[src/rtl/multicycle_control_if.sv]
// multicycle_control_if: opcode/memory handshake in, datapath control strobes out.
interface multicycle_control_if;
    logic [5:0] op;
    logic       mem_ready;
    logic       pc_write;
    logic       branch_eq;
    logic       branch_ne;
    logic       iord;
    logic       mem_read;
    logic       mem_write;
    logic       ir_write;
    logic       reg_write;
    logic [1:0] reg_dst;
    logic [1:0] mem_to_reg;
    logic       alu_src_a;
    logic [1:0] alu_src_b;
    logic [2:0] alu_op;
    logic [1:0] pc_source;
    logic       illegal;

    modport master (
        output op, mem_ready,
        input  pc_write, branch_eq, branch_ne, iord, mem_read, mem_write, ir_write,
               reg_write, reg_dst, mem_to_reg, alu_src_a, alu_src_b, alu_op, pc_source, illegal
    );

    modport slave (
        input  op, mem_ready,
        output pc_write, branch_eq, branch_ne, iord, mem_read, mem_write, ir_write,
               reg_write, reg_dst, mem_to_reg, alu_src_a, alu_src_b, alu_op, pc_source, illegal
    );
endinterface

[src/rtl/multicycle_control.sv]
// multicycle_control: multicycle MIPS-subset control FSM; define MC_JAL_EN to add JAL support.
module multicycle_control (
    input  logic                clk,
    input  logic                reset,
    multicycle_control_if.slave ctl
);
`ifdef MC_JAL_EN
    localparam logic JalEn = 1'b1;
`else
    localparam logic JalEn = 1'b0;
`endif

    typedef enum logic [3:0] {
        FETCH, DECODE, MEMADR, MEMRD, MEMWB, MEMWR, REXE, RWB, IEXE, IWB, BR, JMP, JAL
    } stateT;

    stateT      state;
    stateT      decodeNext;
    logic [2:0] immAluOp;

    always_comb begin
        decodeNext = (ctl.op == 6'h23 || ctl.op == 6'h2b) ? MEMADR :
                     (ctl.op == 6'h00) ? REXE :
                     (ctl.op == 6'h08 || ctl.op == 6'h0d || ctl.op == 6'h0f) ? IEXE :
                     (ctl.op == 6'h04 || ctl.op == 6'h05) ? BR :
                     (ctl.op == 6'h02) ? JMP :
                     (ctl.op == 6'h03 && JalEn) ? JAL : FETCH;
        immAluOp = ctl.op == 6'h08 ? 3'b100 : ctl.op == 6'h0d ? 3'b001 : 3'b101;
    end

    always_ff @(posedge clk) begin
        if (reset)
            state <= FETCH;
        else
            case (state)
                FETCH:   if (ctl.mem_ready) state <= DECODE;
                DECODE:  state <= decodeNext;
                MEMADR:  state <= ctl.op == 6'h23 ? MEMRD : MEMWR;
                MEMRD:   if (ctl.mem_ready) state <= MEMWB;
                MEMWR:   if (ctl.mem_ready) state <= FETCH;
                REXE:    state <= RWB;
                IEXE:    state <= IWB;
                default: state <= FETCH;
            endcase
    end

    // Reset gates every strobe combinationally so a write in flight drops immediately.
    always_comb begin
        ctl.pc_write   = 1'b0;
        ctl.branch_eq  = 1'b0;
        ctl.branch_ne  = 1'b0;
        ctl.iord       = 1'b0;
        ctl.mem_read   = 1'b0;
        ctl.mem_write  = 1'b0;
        ctl.ir_write   = 1'b0;
        ctl.reg_write  = 1'b0;
        ctl.reg_dst    = 2'b00;
        ctl.mem_to_reg = 2'b00;
        ctl.alu_src_a  = 1'b0;
        ctl.alu_src_b  = 2'b00;
        ctl.alu_op     = 3'b000;
        ctl.pc_source  = 2'b00;
        ctl.illegal    = 1'b0;
        if (!reset)
            case (state)
                FETCH: begin
                    ctl.mem_read  = 1'b1;
                    ctl.alu_src_b = 2'b01;
                    ctl.alu_op    = 3'b011;
                    ctl.ir_write  = ctl.mem_ready;
                    ctl.pc_write  = ctl.mem_ready;
                end
                DECODE: begin
                    ctl.alu_src_b = 2'b11;
                    ctl.alu_op    = 3'b011;
                    ctl.illegal   = decodeNext == FETCH;
                end
                MEMADR: begin
                    ctl.alu_src_a = 1'b1;
                    ctl.alu_src_b = 2'b10;
                    ctl.alu_op    = 3'b011;
                end
                MEMRD: begin
                    ctl.mem_read = 1'b1;
                    ctl.iord     = 1'b1;
                end
                MEMWB: begin
                    ctl.reg_write  = 1'b1;
                    ctl.mem_to_reg = 2'b01;
                end
                MEMWR: begin
                    ctl.mem_write = 1'b1;
                    ctl.iord      = 1'b1;
                end
                REXE: begin
                    ctl.alu_src_a = 1'b1;
                    ctl.alu_op    = 3'b111;
                end
                RWB: begin
                    ctl.reg_write = 1'b1;
                    ctl.reg_dst   = 2'b01;
                end
                IEXE, IWB: begin
                    ctl.alu_src_a = 1'b1;
                    ctl.alu_src_b = 2'b10;
                    ctl.alu_op    = immAluOp;
                    ctl.reg_write = state == IWB;
                end
                BR: begin
                    ctl.alu_src_a = 1'b1;
                    ctl.alu_op    = 3'b010;
                    ctl.pc_source = 2'b01;
                    ctl.branch_eq = ctl.op == 6'h04;
                    ctl.branch_ne = ctl.op == 6'h05;
                end
                JMP, JAL: begin
                    ctl.pc_write   = 1'b1;
                    ctl.pc_source  = 2'b10;
                    ctl.reg_write  = state == JAL && JalEn;
                    ctl.reg_dst    = (state == JAL && JalEn) ? 2'b10 : 2'b00;
                    ctl.mem_to_reg = (state == JAL && JalEn) ? 2'b10 : 2'b00;
                end
                default: ;
            endcase
    end
endmodule

[src/flat_wrapper.sv]
// flat-port wrapper written by rule: the top's interface ports become plain ports
module multicycle_control_flat 
  (clk, reset, ctl_op, ctl_mem_ready, ctl_pc_write, ctl_branch_eq, ctl_branch_ne, ctl_iord, ctl_mem_read, ctl_mem_write, ctl_ir_write, ctl_reg_write, ctl_reg_dst, ctl_mem_to_reg, ctl_alu_src_a, ctl_alu_src_b, ctl_alu_op, ctl_pc_source, ctl_illegal);
  multicycle_control_if ctl_i ();
  input  logic clk;
  input  logic reset;
  input wire logic [$bits(ctl_i.op)-1:0] ctl_op;
  input wire logic [$bits(ctl_i.mem_ready)-1:0] ctl_mem_ready;
  output wire logic [$bits(ctl_i.pc_write)-1:0] ctl_pc_write;
  output wire logic [$bits(ctl_i.branch_eq)-1:0] ctl_branch_eq;
  output wire logic [$bits(ctl_i.branch_ne)-1:0] ctl_branch_ne;
  output wire logic [$bits(ctl_i.iord)-1:0] ctl_iord;
  output wire logic [$bits(ctl_i.mem_read)-1:0] ctl_mem_read;
  output wire logic [$bits(ctl_i.mem_write)-1:0] ctl_mem_write;
  output wire logic [$bits(ctl_i.ir_write)-1:0] ctl_ir_write;
  output wire logic [$bits(ctl_i.reg_write)-1:0] ctl_reg_write;
  output wire logic [$bits(ctl_i.reg_dst)-1:0] ctl_reg_dst;
  output wire logic [$bits(ctl_i.mem_to_reg)-1:0] ctl_mem_to_reg;
  output wire logic [$bits(ctl_i.alu_src_a)-1:0] ctl_alu_src_a;
  output wire logic [$bits(ctl_i.alu_src_b)-1:0] ctl_alu_src_b;
  output wire logic [$bits(ctl_i.alu_op)-1:0] ctl_alu_op;
  output wire logic [$bits(ctl_i.pc_source)-1:0] ctl_pc_source;
  output wire logic [$bits(ctl_i.illegal)-1:0] ctl_illegal;
  assign ctl_i.op = ctl_op;
  assign ctl_i.mem_ready = ctl_mem_ready;
  assign ctl_pc_write = ctl_i.pc_write;
  assign ctl_branch_eq = ctl_i.branch_eq;
  assign ctl_branch_ne = ctl_i.branch_ne;
  assign ctl_iord = ctl_i.iord;
  assign ctl_mem_read = ctl_i.mem_read;
  assign ctl_mem_write = ctl_i.mem_write;
  assign ctl_ir_write = ctl_i.ir_write;
  assign ctl_reg_write = ctl_i.reg_write;
  assign ctl_reg_dst = ctl_i.reg_dst;
  assign ctl_mem_to_reg = ctl_i.mem_to_reg;
  assign ctl_alu_src_a = ctl_i.alu_src_a;
  assign ctl_alu_src_b = ctl_i.alu_src_b;
  assign ctl_alu_op = ctl_i.alu_op;
  assign ctl_pc_source = ctl_i.pc_source;
  assign ctl_illegal = ctl_i.illegal;
  multicycle_control u_core (.clk(clk), .reset(reset), .ctl(ctl_i));
endmodule
[config.mk]
export PLATFORM = sky130hd
export DESIGN_NAME = multicycle_control_flat
export DESIGN_NICKNAME = d
export VERILOG_FILES = /design/src/rtl/multicycle_control_if.sv /design/src/rtl/multicycle_control.sv /design/src/flat_wrapper.sv
export SDC_FILE = /design/constraint.sdc
export NUM_CORES = 1
export LEC_CHECK = 0
export ABC_AREA = 1
export BUFFER_PORTS_ARGS = -buffer_cell sky130_fd_sc_hd__buf_4
export CAP_MARGIN = 25
export CORE_MARGIN = 10
export CORE_UTILIZATION = 45
export DETAILED_ROUTE_END_ITERATION = 16
export MAX_ROUTING_LAYER = met4
export PLACE_DENSITY = 0.85
export SYNTH_ARGS = -nofsm -noshare
export SYNTH_HDL_FRONTEND = slang
export SYNTH_SLANG_ARGS = --single-unit
[constraint.sdc]
create_clock -name clk -period 3.1 [get_ports clk]
set_input_delay 0.62 -clock clk [delete_from_list [all_inputs] [get_ports clk]]
set_output_delay 0.62 -clock clk [all_outputs]
set_load 0.005 [all_outputs]
# ---- Word-level counts from Yosys, hierarchy flattened
# Index checks and enable logic that the tools add are counted.
dict set report totals {
  ff_bits 4
  input_bits 9
  output_inout_bits 21
  word_cells 82
}
dict set report op_classes {
  n_eq_ne 23
  muxes 42
  reduce_logical 16
}
# cell count
set ops {}
lappend ops {{2-to-1 mux 4 bit} 8}
lappend ops {{one-hot mux 4 bit (7 select lines)} 1}
lappend ops {{equality test 4 bit, second input constant} 5}
lappend ops {{2-to-1 mux 1 bit} 20}
lappend ops {{equality test 6 x 4 -> 1 bit, second input constant} 3}
lappend ops {{equality test 4 x 3 -> 1 bit, second input constant} 4}
lappend ops {{equality test 6 x 3 -> 1 bit, second input constant} 2}
lappend ops {{equality test 6 bit, second input constant} 2}
lappend ops {{2-to-1 mux 3 bit} 4}
lappend ops {{one-hot mux 3 bit (4 select lines)} 1}
lappend ops {{OR reduction 2 bit} 5}
lappend ops {{equality test 4 x 2 -> 1 bit, second input constant} 2}
lappend ops {{zero test 4 bit} 2}
lappend ops {{2-to-1 mux 2 bit} 4}
lappend ops {{equality test 6 x 2 -> 1 bit, second input constant} 1}
lappend ops {{zero test 6 bit} 1}
lappend ops {{inequality test 2 bit, second input constant} 3}
lappend ops {{one-hot mux 2 bit (3 select lines)} 1}
lappend ops {{OR reduction 3 bit} 2}
lappend ops {{OR reduction 5 bit} 1}
lappend ops {{equality test 4 x 1 -> 1 bit, second input constant} 1}
lappend ops {{logical OR 1 bit} 4}
lappend ops {{one-hot mux 1 bit (2 select lines)} 2}
lappend ops {{one-hot mux 2 bit (2 select lines)} 1}
lappend ops {{AND reduction 3 bit} 1}

# ---- Depth between registers and ports, before layout
dict set report depth {
  word_depth 9
  ltp_mapped 8
  mapped_depth_nobuf 8
}

# ---- Least setup slack after synthesis
# OpenSTA, ideal clock, no wires.
dict set report synth_timing {
  path_kind {input to output}
  from {in ctl_op[2]}
  to {out ctl_illegal}
  arrival_ns 1.277
  required_ns 2.480
  slack_ns 1.203
  cell_stages 6
  path_buffers 0
  path_cell_list {inv_1 > nor2_1 > nand3_1 > nand3_1 > or2_1 > nor3_1}
}
dict set report synth_via {
  elab_chain_cells 9
  word_cells_on_any_way 21
  cone_classes {eq/ne (8); mux (7); reduce/logical (6)}
}
# element line
set synth_lines {}
lappend synth_lines {{start: declaration} flat_wrapper.sv:7} ;# input wire logic [$bits(ctl_i.op)-1:0] ctl_op;
lappend synth_lines {{equality test 6 x 2 -> 1 bit, or another cell as far along} multicycle_control.sv:26} ;# (ctl.op == 6'h02) ? JMP :
lappend synth_lines {{2-to-1 mux 4 bit, or another cell as far along} multicycle_control.sv:26}
lappend synth_lines {{2-to-1 mux 4 bit or logical OR 1 bit (tied branches)} {multicycle_control.sv:25, multicycle_control.sv:24}}
lappend synth_lines {{2-to-1 mux 4 bit} multicycle_control.sv:24} ;# (ctl.op == 6'h08 || ctl.op == 6'h0d || ctl.op == 6'h0f) ? IEXE :
lappend synth_lines {{2-to-1 mux 4 bit} multicycle_control.sv:23} ;# (ctl.op == 6'h00) ? REXE :
lappend synth_lines {{2-to-1 mux 4 bit *} multicycle_control.sv:22} ;# decodeNext = (ctl.op == 6'h23 || ctl.op == 6'h2b) ? MEMADR :
lappend synth_lines {{zero test 4 bit *} multicycle_control.sv:76} ;# ctl.illegal = decodeNext == FETCH;
lappend synth_lines {{2-to-1 mux 1 bit *} multicycle_control.sv:65} ;# case (state)
lappend synth_lines {{2-to-1 mux 1 bit *} multicycle_control.sv:64} ;# if (!reset)
lappend synth_lines {{end: declaration} flat_wrapper.sv:23} ;# output wire logic [$bits(ctl_i.illegal)-1:0] ctl_illegal;
# Mark *: on every way between the ends. The rest lies on a longest branch, timed or not.

# ---- Worst setup path in the final report
# Same ends and word-level chain as after synthesis.

==> run_results.csv <==
group,metric,value,unit
worst_setup_path,rrSetupSlack,1840,ps
timing,hold_viol,0,
die,die_h,57.5,microns
die,boundaryPins,30,
pwr,p_leak,0.477,nW
die,core-area,1320,sq um
die,std_cell_rows,13,
worst_setup_path,startpoint_type,"input port",
drt,final_antenna_net_count,0,
finish,drive_gt1_frac,0.304,
timing,finalSetupTns,0,ps
timing,maxSlewViolCount,0,
die,dieArea,3310,sq um
timing,fin_skew,3.14,ps
yosys,ys_ff_latch,4,
timing,finalCritPeriodShare,0.721,
clock_network,clock_sinks,4,
clock_network,path_clk_slew,30,ps
finish,nets,159,
clock_network,post_cts_buffers,0,
die,chipWidth,57.5,microns
worst_setup_path,worstPathArrival,1610,ps
clock_network,hold_buffers,0,
global_routing,track_usage,0.120,
clock_network,cts.htree.levels,1,
clock_network,cts_tree,"yes",
pwr,p_sw,64.3,uW
timing,max_clock_freq,448,MHz
worst_setup_path,crit_required,2480,ps
global_routing,antenna_found_initial,0,
finish,area_growth,36.2,%
finish,diodes,0,
worst_setup_path,crit_path_end_kind,"primary output",
drt,dr.pass1.iters,4,
pwr,pwr-share-seq,0.295,
drt,drt_wl_total,2.06,mm
clock_network,cts_buffers,3,
pwr,p_total,194,uW
finish,largest_register_ff_count,4,
worst_setup_path,cp_cell_sequence,"buf_4, inv_1, nor2_1, nand3_1, nand3_1, or2_1, nor3_1, buf_4",
finish,fin_area,862,sq um
timing,setup_viol,0,
placed_design,numPortBuffers,27,
finish,regMostFlops,"u_core.state",
pwr,p_int,130,uW
yosys,ys_warn_count,0,
global_routing,grt_pass1_vias,786,
yosys,netlist_area,633,sq um
hold_path,hp-class,"input port to register",
timing,min_period,2230,ps
timing,rsz0062_at_grt,"no",
yosys,ys_seq_area_frac,0.126,
drt,post_drt_wl_per_cell,12.7,microns
yosys,synth_top_flop_cell,"dfxtp_1",
pwr,p_sw_frac,0.332,
yosys,async_reset_ff_frac,0,
finish,fill_cells,117,
worst_setup_path,max_stage_delay,240,ps
worst_setup_path,cp_slowest_cell,"or2_1",
yosys,synth_top_area_frac,0.130,
yosys,synth_enable_flop_cells,0,
pwr,p_clk_frac,0.316,
worst_setup_path,r2r_start,"u_core.state[0]",
clock_network,cts_max_path_buffers,2,
hold_path,holdPathStages,2,
finish,top_regs,"u_core.state x4",
worst_setup_path,r2r-end,"u_core.state[0]",
yosys,synth_commonest_cells,"22 x nand2_1, 22 x nor2_1, 18 x inv_1",
drt,viasPerCell,5.20,
yosys,synth_area_per_cell,5.28,sq um
clock_network,clk_latency,230,ps
worst_setup_path,rr_worst_depth,7,
global_routing,grt_max_degree,13,
worst_setup_path,worst-path-buf-inv,3,
pwr,share_comb_of_total_power,0.389,
worst_setup_path,cpLargestDelayFamily,"simple AND/OR/NAND/NOR gates",
yosys,ys_top_cells_by_area,"nand2_1 13%, nor2_1 13%, dfxtp_1 13%",
placed_design,place_area,840,sq um
placed_design,dp_hpwl,1.73,mm
clock_network,cts-root-buf,"clkbuf_4",
worst_setup_path,crit_path_max_fanout,3,
yosys,syn_inst,120,
placed_design,place.gp.congestion,0.881,
clock_network,cts_resized,0,
yosys,ys_types,24,
yosys,synth_top_area_cell,"nand2_1",
drt,drtIter0Drc,37,
hold_path,hp-start,"reset",
status,status,"completed",
die,initial_core_util,0.481,
worst_setup_path,critPathKind,"input port to primary output",
drt,drc,0,
global_routing,gr-total-overflow,0,
pwr,pwr_density_cell,225,nW/um^2
global_routing,grt_pass1_wl,3.28,mm
drt,vias,847,
pwr,ir_worst_vdd,0.196,mV
timing,whs,666,ps
hold_path,worstHoldEndpoint,"u_core.state[2]",
run,cap_violations,0,
[worst reg2reg max path: cells and delay by family, from the launching register on]
family	cells	cell delay, ps
DFF	1	420
AOI/OAI and AO/OA	3	320
and+or+nand+nor	2	210
buffers and inverters	2	180
[routing by layer]
metal	vias to the layer above	track usage	wire [microns]
met3	0	0.0199	128
li1	437	-	-
met2	26	0.213	1110
met5	-	-	0
met1	384	0.126	820
met4	0	0.0503	0
[metrics by stage]
step / utilization / std cells / worst slack, ps
final: 0.654 / 163 / 866
after global routing: 0.654 / 163 / 798
after CTS: 0.654 / 163 / 888
after detailed placement: 0.637 / 160 / 894
after global placement: 0.637 / 160 / 955
after floorplan: - / 121 / 1200
[worst max-delay path by stage]
| stage | startpoint | to | slack, ps | cells past startpoint |
|---|---|---|---|---|
| final | ctl_op[2] | ctl_illegal | 870 | 8 |
| after global routing | ctl_op[2] | ctl_illegal | 800 | 8 |
| after CTS | ctl_op[2] | ctl_illegal | 890 | 8 |
| after detailed placement | ctl_op[2] | ctl_illegal | 890 | 8 |
| after global placement | ctl_op[2] | ctl_illegal | 950 | 8 |
| after floorplan | ctl_op[2] | ctl_illegal | 1200 | 6 |
[cell families after synthesis]
group | share of synthesized area
buf+inv | 0.160
other cells | 0.00592
compound gates | 0.156
simple gates | 0.551
flops | 0.126
[final cells by class]
cell class              count  area (sq um)  area share
flip-flops and latches      4          80.1      0.0929
inverters                  22          82.6      0.0958
clock buffers               3          22.5      0.0261
repair buffers             27           203       0.235
multi-input cells          92           455       0.528
well taps                  15          18.8      0.0218
[placed cells by master, fill, tap and decap left out]
cell type,instances
conb_1,2
inv_1,18
o21bai_1,1
o22ai_1,2
buf_4,27
nand2_2,3
inv_2,4
o21ai_2,1
o21ai_0,1
nor2_1,22
or2_1,1
nand4_1,1
nor2_2,2
o31ai_1,1
o21ai_1,2
dfxtp_1,4
a21oi_1,7
clkbuf_4,3
nor3_2,1
nor3_1,2
a31oi_1,2
nor2_4,4
nand2_1,22
nand3_1,15
[power groups by stage]
stage	Clock [mW]	Sequential (mW)	Combinational, mW
2_1_floorplan	0	0.0570	0.0447
3_3_place_gp	0	0.0577	0.0731
3_5_place_dp	0	0.0577	0.0744
4_1_cts	0.0662	0.0569	0.0746
5_1_grt	0.0669	0.0572	0.0818
6_report	0.0613	0.0571	0.0754
No activity file was read; power rests on OpenSTA's default activity.
